[src/rtl/alu_seq_pkg.sv]
// Shared op codes, FSM state encoding and default widths for the ALU op sequencer.
package alu_seq_pkg;

    localparam int WIDTH_DEF  = 16;
    localparam int FUNC_W_DEF = 3;
    localparam int CNT_W      = 4;

    typedef enum logic [1:0] {
        OP_LOAD  = 2'b00,
        OP_EXEC  = 2'b01,
        OP_TEST  = 2'b10,
        OP_CLEAR = 2'b11
    } op_e;

    typedef enum logic [1:0] {
        S_IDLE  = 2'b00,
        S_DRIVE = 2'b01,
        S_RESP  = 2'b10
    } state_e;

endpackage

[src/rtl/alu_seq_ctrl.sv]
// Sequencer control: command/response FSM plus the ALU latency wait counter.
module alu_seq_ctrl
    import alu_seq_pkg::*;
#(
    parameter int ALU_LAT = 1
) (
    input  logic       clk,
    input  logic       rst_n,
    input  logic       i_cmd_valid,
    input  logic [1:0] i_cmd_op,
    input  logic       i_rsp_ready,
    output logic       o_cmd_ready,
    output logic       o_rsp_valid,
    output logic       o_issue,
    output logic       o_load,
    output logic       o_clear,
    output logic       o_capture,
    output logic       o_wb
);

    localparam logic [CNT_W-1:0] CNT_INIT = CNT_W'(ALU_LAT - 1);

    state_e           r_state;
    state_e           w_next;
    logic [CNT_W-1:0] r_cnt;
    logic             r_is_exec;
    logic             w_accept;
    logic             w_is_alu_op;

    assign w_accept    = i_cmd_valid && (r_state == S_IDLE);
    assign w_is_alu_op = (i_cmd_op == OP_EXEC) || (i_cmd_op == OP_TEST);

    always_ff @(posedge clk or negedge rst_n) begin
        if (!rst_n) begin
            r_state   <= S_IDLE;
            r_cnt     <= '0;
            r_is_exec <= 1'b0;
        end else begin
            r_state <= w_next;
            if (w_accept && w_is_alu_op) begin
                r_cnt     <= CNT_INIT;
                r_is_exec <= (i_cmd_op == OP_EXEC);
            end else if (r_state == S_DRIVE && r_cnt != '0) begin
                r_cnt <= r_cnt - 1'b1;
            end
        end
    end

    always_comb begin
        w_next = r_state;
        case (r_state)
            S_IDLE:  if (w_accept) w_next = w_is_alu_op ? S_DRIVE : S_RESP;
            S_DRIVE: if (r_cnt == '0) w_next = S_RESP;
            S_RESP:  if (i_rsp_ready) w_next = S_IDLE;
            default: w_next = S_IDLE;
        endcase
    end

    // Strobes are pure decodes of state and the accept condition; no rsp_ready path into rsp_valid.
    always_comb begin
        o_cmd_ready = (r_state == S_IDLE);
        o_rsp_valid = (r_state == S_RESP);
        o_issue     = w_accept && w_is_alu_op;
        o_load      = w_accept && (i_cmd_op == OP_LOAD);
        o_clear     = w_accept && (i_cmd_op == OP_CLEAR);
        o_capture   = (r_state == S_DRIVE) && (r_cnt == '0);
        o_wb        = (r_state == S_DRIVE) && (r_cnt == '0) && r_is_exec;
    end

endmodule

[src/rtl/alu_op_sequencer.sv]
// Initiator side of the ALU interface: accumulator, registered ALU operands and result capture.
module alu_op_sequencer
    import alu_seq_pkg::*;
#(
    parameter int WIDTH   = WIDTH_DEF,
    parameter int FUNC_W  = FUNC_W_DEF,
    parameter int ALU_LAT = 1
) (
    input  logic              clk,
    input  logic              rst_n,
    input  logic              cmd_valid,
    output logic              cmd_ready,
    input  logic [1:0]        cmd_op,
    input  logic [FUNC_W-1:0] cmd_func,
    input  logic [WIDTH-1:0]  cmd_data,
    input  logic              cmd_carry,
    output logic [WIDTH-1:0]  alu_a,
    output logic [WIDTH-1:0]  alu_b,
    output logic              alu_c,
    output logic [FUNC_W-1:0] alu_func,
    input  logic [WIDTH-1:0]  alu_w,
    input  logic              alu_z,
    input  logic              alu_n,
    output logic              rsp_valid,
    input  logic              rsp_ready,
    output logic [WIDTH-1:0]  rsp_data,
    output logic              rsp_z,
    output logic              rsp_n,
    output logic [WIDTH-1:0]  acc
);

    logic              w_issue;
    logic              w_load;
    logic              w_clear;
    logic              w_capture;
    logic              w_wb;
    logic [WIDTH-1:0]  r_acc;
    logic [WIDTH-1:0]  r_alu_a;
    logic [WIDTH-1:0]  r_alu_b;
    logic              r_alu_c;
    logic [FUNC_W-1:0] r_alu_func;
    logic [WIDTH-1:0]  r_rsp_data;
    logic              r_rsp_z;
    logic              r_rsp_n;

    alu_seq_ctrl #(
        .ALU_LAT (ALU_LAT)
    ) u_ctrl (
        .clk         (clk),
        .rst_n       (rst_n),
        .i_cmd_valid (cmd_valid),
        .i_cmd_op    (cmd_op),
        .i_rsp_ready (rsp_ready),
        .o_cmd_ready (cmd_ready),
        .o_rsp_valid (rsp_valid),
        .o_issue     (w_issue),
        .o_load      (w_load),
        .o_clear     (w_clear),
        .o_capture   (w_capture),
        .o_wb        (w_wb)
    );

    // Operands only change on issue, so the ALU sees stable inputs for the whole wait.
    always_ff @(posedge clk or negedge rst_n) begin
        if (!rst_n) begin
            r_alu_a    <= '0;
            r_alu_b    <= '0;
            r_alu_c    <= 1'b0;
            r_alu_func <= '0;
        end else if (w_issue) begin
            r_alu_a    <= r_acc;
            r_alu_b    <= cmd_data;
            r_alu_c    <= cmd_carry;
            r_alu_func <= cmd_func;
        end
    end

    always_ff @(posedge clk or negedge rst_n) begin
        if (!rst_n) begin
            r_acc <= '0;
        end else if (w_load) begin
            r_acc <= cmd_data;
        end else if (w_clear) begin
            r_acc <= '0;
        end else if (w_wb) begin
            r_acc <= alu_w;
        end
    end

    always_ff @(posedge clk or negedge rst_n) begin
        if (!rst_n) begin
            r_rsp_data <= '0;
            r_rsp_z    <= 1'b0;
            r_rsp_n    <= 1'b0;
        end else if (w_load) begin
            r_rsp_data <= cmd_data;
            r_rsp_z    <= (cmd_data == '0);
            r_rsp_n    <= cmd_data[WIDTH-1];
        end else if (w_clear) begin
            r_rsp_data <= '0;
            r_rsp_z    <= 1'b1;
            r_rsp_n    <= 1'b0;
        end else if (w_capture) begin
            r_rsp_data <= alu_w;
            r_rsp_z    <= alu_z;
            r_rsp_n    <= alu_n;
        end
    end

    assign acc      = r_acc;
    assign alu_a    = r_alu_a;
    assign alu_b    = r_alu_b;
    assign alu_c    = r_alu_c;
    assign alu_func = r_alu_func;
    assign rsp_data = r_rsp_data;
    assign rsp_z    = r_rsp_z;
    assign rsp_n    = r_rsp_n;

endmodule

[config.mk]
export PLATFORM = sky130hd
export DESIGN_NAME = alu_op_sequencer
export DESIGN_NICKNAME = d
export VERILOG_FILES = /design/src/rtl/alu_seq_pkg.sv /design/src/rtl/alu_seq_ctrl.sv /design/src/rtl/alu_op_sequencer.sv
export SDC_FILE = /design/constraint.sdc
export NUM_CORES = 1
export LEC_CHECK = 0
export ABC_AREA = 1
export CAP_MARGIN = 0
export CELL_PAD_IN_SITES_DETAIL_PLACEMENT = 0
export CELL_PAD_IN_SITES_GLOBAL_PLACEMENT = 2
export CORE_ASPECT_RATIO = 0.7
export CORE_MARGIN = 3
export CORE_UTILIZATION = 26
export DETAILED_ROUTE_END_ITERATION = 8
export PLACE_DENSITY_LB_ADDON = 0.1
export SYNTH_ARGS = -nofsm -noshare
export SYNTH_HDL_FRONTEND = slang
export SYNTH_SLANG_ARGS = --single-unit
[constraint.sdc]
create_clock -name clk -period 1.4 [get_ports clk]
set_input_delay 0.28 -clock clk [delete_from_list [all_inputs] [get_ports clk]]
set_output_delay 0.28 -clock clk [all_outputs]
set_load 0.005 [all_outputs]
After elaboration in Yosys (flattened, before gate mapping)
Index checks and enable logic that the tools add are counted.

Bits in read-only memories: 0. Latch bits: 0. Bits of input ports: 44. Bits in writable memories: 0. Bits in registers: 77. Logic and storage cells: 56. Memories kept: 0.

Magnitude comparators: 0. Reduce and logical (&&, ||, !) cells: 17. Multiply operators: 0. Shifts and indexed selects: 0. $add $sub $neg: 1. Divide/modulo/power cells: 0. Equality and inequality tests: 8. Mux-type cells: 19. Bitwise gates (word level): 0.

Operator list (count): 2-to-1 mux 16 bit (6); logical NOT 16 bit (1); 2-to-1 mux 2 bit (4); 2-to-1 mux 4 bit (2); logical AND 1 bit (7); == test 2 bit (second input constant) (3); 2-to-1 mux 1 bit (6); case mux 2 bit (3 select lines) (1); nonzero test 3 bit (2); == test 2 x 1 -> 1 bit (second input constant) (2); logical NOT 2 bit (2); logical NOT 4 bit (1); inequality test 2 x 1 -> 1 bit (second input constant) (2); nonzero test 4 bit (1); subtractor 4 x 1 -> 4 bit (second input constant) (1); AND reduction 3 bit (1); inequality test 2 bit (second input constant) (1); nonzero test 2 bit (1); logical OR 1 bit (1).

Depth between registers and ports, before layout
Gate-level depths: netlist of run 1.

Word-level depth: 6. Mapped depth: 11. Mapped depth without buffers: 9.

By module
Synthesis of run 1 repeated with hierarchy kept, for this count alone.

Cells, all modules: 387. Area total of the unflattened synthesis: 3413.3 um^2.

Modules (own cells, without submodules): alu_op_sequencer (instances 1, cells an instance 327, area an instance 2945.3 um^2, seq. area each 1751.7 um^2); alu_seq_ctrl (instances 1, cells an instance 60, area an instance 467.9 um^2, seq. area each 175.2 um^2).

Least setup slack after synthesis of run 1
OpenSTA, ideal clock, no wires.

Path type: reg2reg. Start: register u_ctrl.r_state[0]. End: register r_rsp_data[10], in the netlist rsp_data[10]. Clock period less this slack: 1.344 ns. Arrival: 1.227 ns. Cell stages (with the launch flop): 9. Path slack: 0.056 ns. Required time: 1.284 ns. Cell sequence: dfrtp_1 nor2_4 nand3_2 buf_6 buf_6 nand2_1 o21ai_1 nand2_1 nand2_1.

Cells in the longest elaborated chain, start to end: 5.

Ends and longest elaborated chain: from (decl) (line alu_seq_ctrl.sv:23) `state_e r_state;`; from (signal assigned) (line alu_seq_ctrl.sv:39) `r_state <= w_next;`; logical NOT 2 bit (*); via cmd_ready (line alu_op_sequencer.sv:12) `output logic cmd_ready,`; logical AND 1 bit (*) (line alu_seq_ctrl.sv:30) `assign w_accept = i_cmd_valid && (r_state == S_IDLE);`; logical AND 1 bit (line alu_seq_ctrl.sv:65) `o_clear = w_accept && (i_cmd_op == OP_CLEAR);`; 2-to-1 mux 16 bit (line alu_op_sequencer.sv:99) `end else if (w_clear) begin`; 2-to-1 mux 16 bit (line alu_op_sequencer.sv:95) `end else if (w_load) begin`; to (signal assigned) (line alu_op_sequencer.sv:96) `r_rsp_data <= cmd_data;`; to (signal assigned) (line alu_op_sequencer.sv:104) `r_rsp_data <= alu_w;`; to (decl) (line alu_op_sequencer.sv:42) `logic [WIDTH-1:0] r_rsp_data;`.

The timed path passes the listed nets; every way through them passes the cells marked *. A chain may end at the register's enable or synchronous reset.

Worst setup path after layout of run 1
Start: register u_ctrl.r_state[0]. End: register r_acc[0], in the netlist acc[0].

Cells in the longest elaborated chain, start to end: 5.

Ends and longest elaborated chain: logical NOT 2 bit (line alu_seq_ctrl.sv:30); logical AND 1 bit (line alu_seq_ctrl.sv:30); logical AND 1 bit (line alu_seq_ctrl.sv:65); 2-to-1 mux 16 bit (line alu_op_sequencer.sv:83) `end else if (w_clear) begin`; 2-to-1 mux 16 bit (line alu_op_sequencer.sv:81) `end else if (w_load) begin`; to (signal assigned) (line alu_op_sequencer.sv:82) `r_acc <= cmd_data;`; to (signal assigned) (line alu_op_sequencer.sv:86) `r_acc <= alu_w;`; to (decl) (line alu_op_sequencer.sv:37) `logic [WIDTH-1:0] r_acc;`.

Parallel ways exist; a longest one is shown, timed or not.

==> summary by stage, run 1 <==
Run status
The run finished, with violations left. The checks that failed: negative setup slack.

Worst setup path
The startpoint identified for the worst register-to-register timing path is u_ctrl.r_state[0]. The maximum fanout count along the critical path is 8. STA puts the critical path data required time at 1.63 ns. The setup check on the worst reg-to-reg path leaves a slack of -0.15 ns. The endpoint of the worst register-to-register path is acc[0]. The number of cells on the worst reg-to-reg path is 9. The setup path with the least slack is of type flip-flop to flip-flop.

For the worst setup path, the data arrival time is 1.78 ns. The critical path endpoint category is a flip-flop. STA classifies the critical path startpoint as a flip-flop.

Worst hold path
The classification of the worst-slack hold path is input port to asynchronous set/reset pin.

Place
The half-perimeter wire length of the detailed placement result is 8.18 mm. The placer congestion estimate is 0.774. Port buffering added 115 buffers.

Drt
The initial detailed-routing violation count is 176. Dividing the detail-routed via count by the number of cells gives 4.35. The final route contains 3288 vias. The number of nets with antenna violations after routing is 0.

The residual DRC count is 0. In the final routed layout, each cell accounts on average for 16.6 um. The post-detailed-routing wire length is 12.6 mm. The first detailed-routing pass took 4 iterations.

Global route
The via count of the first global-routing pass is 3298. The wire length of the first global-routing pass is 19.2 mm. Entering global routing, the biggest net connects 32 pins. The number of antenna violations at the first check in global routing is 1. Global routing finished with a remaining overflow of 0.

The total track usage is 0.178.

Final layout
The most common cell after layout, fill and taps aside is sky130_fd_sc_hd__nand2_1. Relative to the synthesized area, the layout overhead comes to 79.7%. The library cells used most frequently in the layout, excluding fill and tap cells, are 126 x sky130_fd_sc_hd__nand2_1, 77 x sky130_fd_sc_hd__dfrtp_1, 72 x sky130_fd_sc_hd__dlygate4sd2_1. In the final layout, the share of cells above drive strength 1 is 0.279. At the end of the flow, the number of nets in the layout was 638.

The repair_antennas step left the layout with diodes totalling 0. The number of fill cells is 1226.

Run
The max-capacitance violation count is 0.

Timing
The count of endpoints failing hold in the final timing report was 0. In the post-route analysis, the smallest setup slack over all paths is -0.153 ns. The setup-violating endpoint count in the final report is 74. At the pin with the least slew margin, the transition time is 0.472 ns. The worst pin sits at a relative slew slack of 0.682. The clock skew is 0.00801 ns. Setup repair after global routing could not meet its margin everywhere. The max-slew violation count came to 0. Of the available clock period, the critical path in the final layout requires 1.11. The smallest clock period supported by the final layout is computed as 1.55 ns. The highest attainable clock frequency is 0.644 GHz. The minimum hold slack is 0.353 ns.

Die
The region available for standard cell placement spans 12600 um^2. The number of top-level design ports is 116. The die footprint is 14600 um^2.

The initial cell density of the core is 0.271. The initialized floorplan defines 34 standard-cell rows. The die width is 143 um.

The die height is 102 um.

Clock tree
In this run the clock root is driven by a sky130_fd_sc_hd__clkbuf_16. The clock latency on the worst-skew pair is 0.34 ns. TritonCTS built the clock tree. The number of clock buffers added by TritonCTS is 9. CTS built an H-tree with a depth of 3. Clock-pin slew was measured on the worst setup and hold paths at 0.06 ns. The maximum buffer depth of the clock tree is 2. The clock sink total is 77.

Power and ir drop
VDD sags by at most 0.705 mV. The portion of total power attributed to combinational logic is 0.440. The power per unit of standard cell area is 1940 nW/um^2.

The share of total power dissipated in the clock network is 0.232. Cell internal power was estimated by the tool at 7.89 mW. The leakage power summed over all cells is 3.20 nW.

The analysis attributes to net switching a power of 4.03 mW. Of the total power, the share spent switching nets is 0.338. Power comes to 11.9 mW. The share of total power dissipated in sequential elements is 0.329.

Synth
In this run the mean area of a mapped cell was 8.38 um^2. The synthesized cell area is 3420 um^2. Synthesis produced a netlist with a net count of 457.

The synthesized netlist cell count is 408. The register bit count reported by yosys is 77. The netlist uses 23 different library cells. For this run, the register share of the synthesized area comes to 0.563. For this run, the number of Yosys warnings is 0.
[critical path, cell delays in order, from the launching register on]
cell and delay [ns]:
sky130_fd_sc_hd__dfrtp_1 0.41, sky130_fd_sc_hd__nor2_4 0.14, sky130_fd_sc_hd__buf_6 0.12, sky130_fd_sc_hd__buf_6 0.09
sky130_fd_sc_hd__nand3_4 0.16, sky130_fd_sc_hd__nand2_8 0.16, sky130_fd_sc_hd__buf_8 0.14, sky130_fd_sc_hd__nand2_8 0.09
sky130_fd_sc_hd__nand2_1 0.08, sky130_fd_sc_hd__nand2_1 0.05
[metrics by stage]
step           instances   util  TNS [ns]  worst slack [ns]  cell area [um^2]
3_5_place_dp         708  0.397    -38.21            -0.733              5020
3_3_place_gp         708  0.397    -38.00            -0.749              5020
6_report             756  0.486     -5.03            -0.153              6140
5_1_grt              756  0.486    -11.51            -0.257              6140
4_1_cts              754  0.470     -6.42            -0.167              5940
2_1_floorplan        408      -         0            0.0564              3420
[routing by layer]
metal | vias up | global-route usage | share of wire
met2 | 88 | 0.251 | 0.42
met1 | 1568 | 0.269 | 0.52
li1 | 1621 | - | -
met3 | 9 | 0.0458 | 0.056
met4 | 2 | 0.0438 | 0.0078
met5 | - | 0 | 0.00072
[worst max path at each step]
| stage | from | end | cells after the start | slack [ns] |
|---|---|---|---|---|
| finish | u_ctrl.r_state[0] | acc[0] | 9 | -0.15 |
| global route | u_ctrl.r_state[0] | acc[15] | 9 | -0.26 |
| CTS | u_ctrl.r_state[1] | acc[6] | 9 | -0.17 |
| detailed placement | cmd_op[0] | acc[4] | 9 | -0.73 |
| global placement | cmd_op[0] | rsp_data[4] | 9 | -0.75 |
| floorplan | u_ctrl.r_state[0] | rsp_data[10] | 8 | 0.06 |
[cells by family after synthesis]
logic type / share of synthesized area
AO/OA/AOI/OAI: 0.0907
XOR/XNOR: 0.00256
adder cells (fa/ha/maj): 0.0183
buffers and inverters: 0.0838
flip-flops: 0.563
AND/OR/NAND/NOR: 0.241
[state kept, by name (all words and copies together) (netlist names), 2 cells and up]
signal	flops
u_ctrl.r_state	2
alu_b	16
rsp_data	16
alu_func	3
alu_a	16
acc	16
u_ctrl.r_cnt	4
[power by group through the flow]
stage | combinational [mW] | sequential, mW | clock, mW
final | 5.24 | 3.92 | 2.76
after global routing | 5.78 | 4.04 | 2.93
after CTS | 5.03 | 3.90 | 2.82
after detailed placement | 4.52 | 3.98 | 0
after global placement | 4.51 | 3.96 | 0
after floorplan | 1.45 | 3.92 | 0
[Yosys cell counts]
library cell	n	area [um^2]
sky130_fd_sc_hd__a21oi_1	2	10.0
sky130_fd_sc_hd__buf_2	4	20.0
sky130_fd_sc_hd__buf_4	1	7.51
sky130_fd_sc_hd__buf_6	5	56.3
sky130_fd_sc_hd__clkbuf_1	5	18.8
sky130_fd_sc_hd__dfrtp_1	77	1930
sky130_fd_sc_hd__ha_1	5	62.6
sky130_fd_sc_hd__inv_1	48	180
sky130_fd_sc_hd__inv_2	1	3.75
sky130_fd_sc_hd__nand2_1	174	653
sky130_fd_sc_hd__nand2_4	2	22.5
sky130_fd_sc_hd__nand3_1	2	10.0
sky130_fd_sc_hd__nand3_2	3	30.0
sky130_fd_sc_hd__nand3_4	1	17.5
sky130_fd_sc_hd__nor2_1	17	63.8
sky130_fd_sc_hd__nor2_4	2	22.5
sky130_fd_sc_hd__nor3_1	1	5.00
sky130_fd_sc_hd__o21a_1	1	7.51
sky130_fd_sc_hd__o21ai_0	38	190
sky130_fd_sc_hd__o21ai_1	16	80.1
sky130_fd_sc_hd__o21ai_4	1	16.3
sky130_fd_sc_hd__o22ai_1	1	6.26
sky130_fd_sc_hd__xor2_1	1	8.76
[layout make-up]
class	count	area (um^2)	share of cell area
timing repair buffer	184	1860	0.303
tap	162	203	0.0330
multi-input combinational	268	1610	0.262
sequential	77	1930	0.314
inverter	49	191	0.0312
clock buffer	11	243	0.0395
clock inverter	5	106	0.0173
[what timing repair did]
item                                    CTS  global route
endpoints found under the setup margin  145            77
gates resized for setup                 177            51
hold buffers                              1             0
cloned                                    7             1
setup buffers                            24             2
pin swaps                                16            21
hold endpoints to repair                 13             0
(Power assumes the default switching activity.)
==> inputs of run 2 (changes only) <==
--- a/config.mk
+++ b/config.mk
@@ -12,8 +12,10 @@
 export CORE_ASPECT_RATIO = 0.7
 export CORE_MARGIN = 3
 export CORE_UTILIZATION = 26
+export CTS_CLUSTER_DIAMETER = 120
 export DETAILED_ROUTE_END_ITERATION = 8
 export PLACE_DENSITY_LB_ADDON = 0.1
+export SLEW_MARGIN = 20
 export SYNTH_ARGS = -nofsm -noshare
 export SYNTH_HDL_FRONTEND = slang
 export SYNTH_SLANG_ARGS = --single-unit
==> results of run 2 <==
The final DEF is identical to that of run 1; final timing and power are the same.
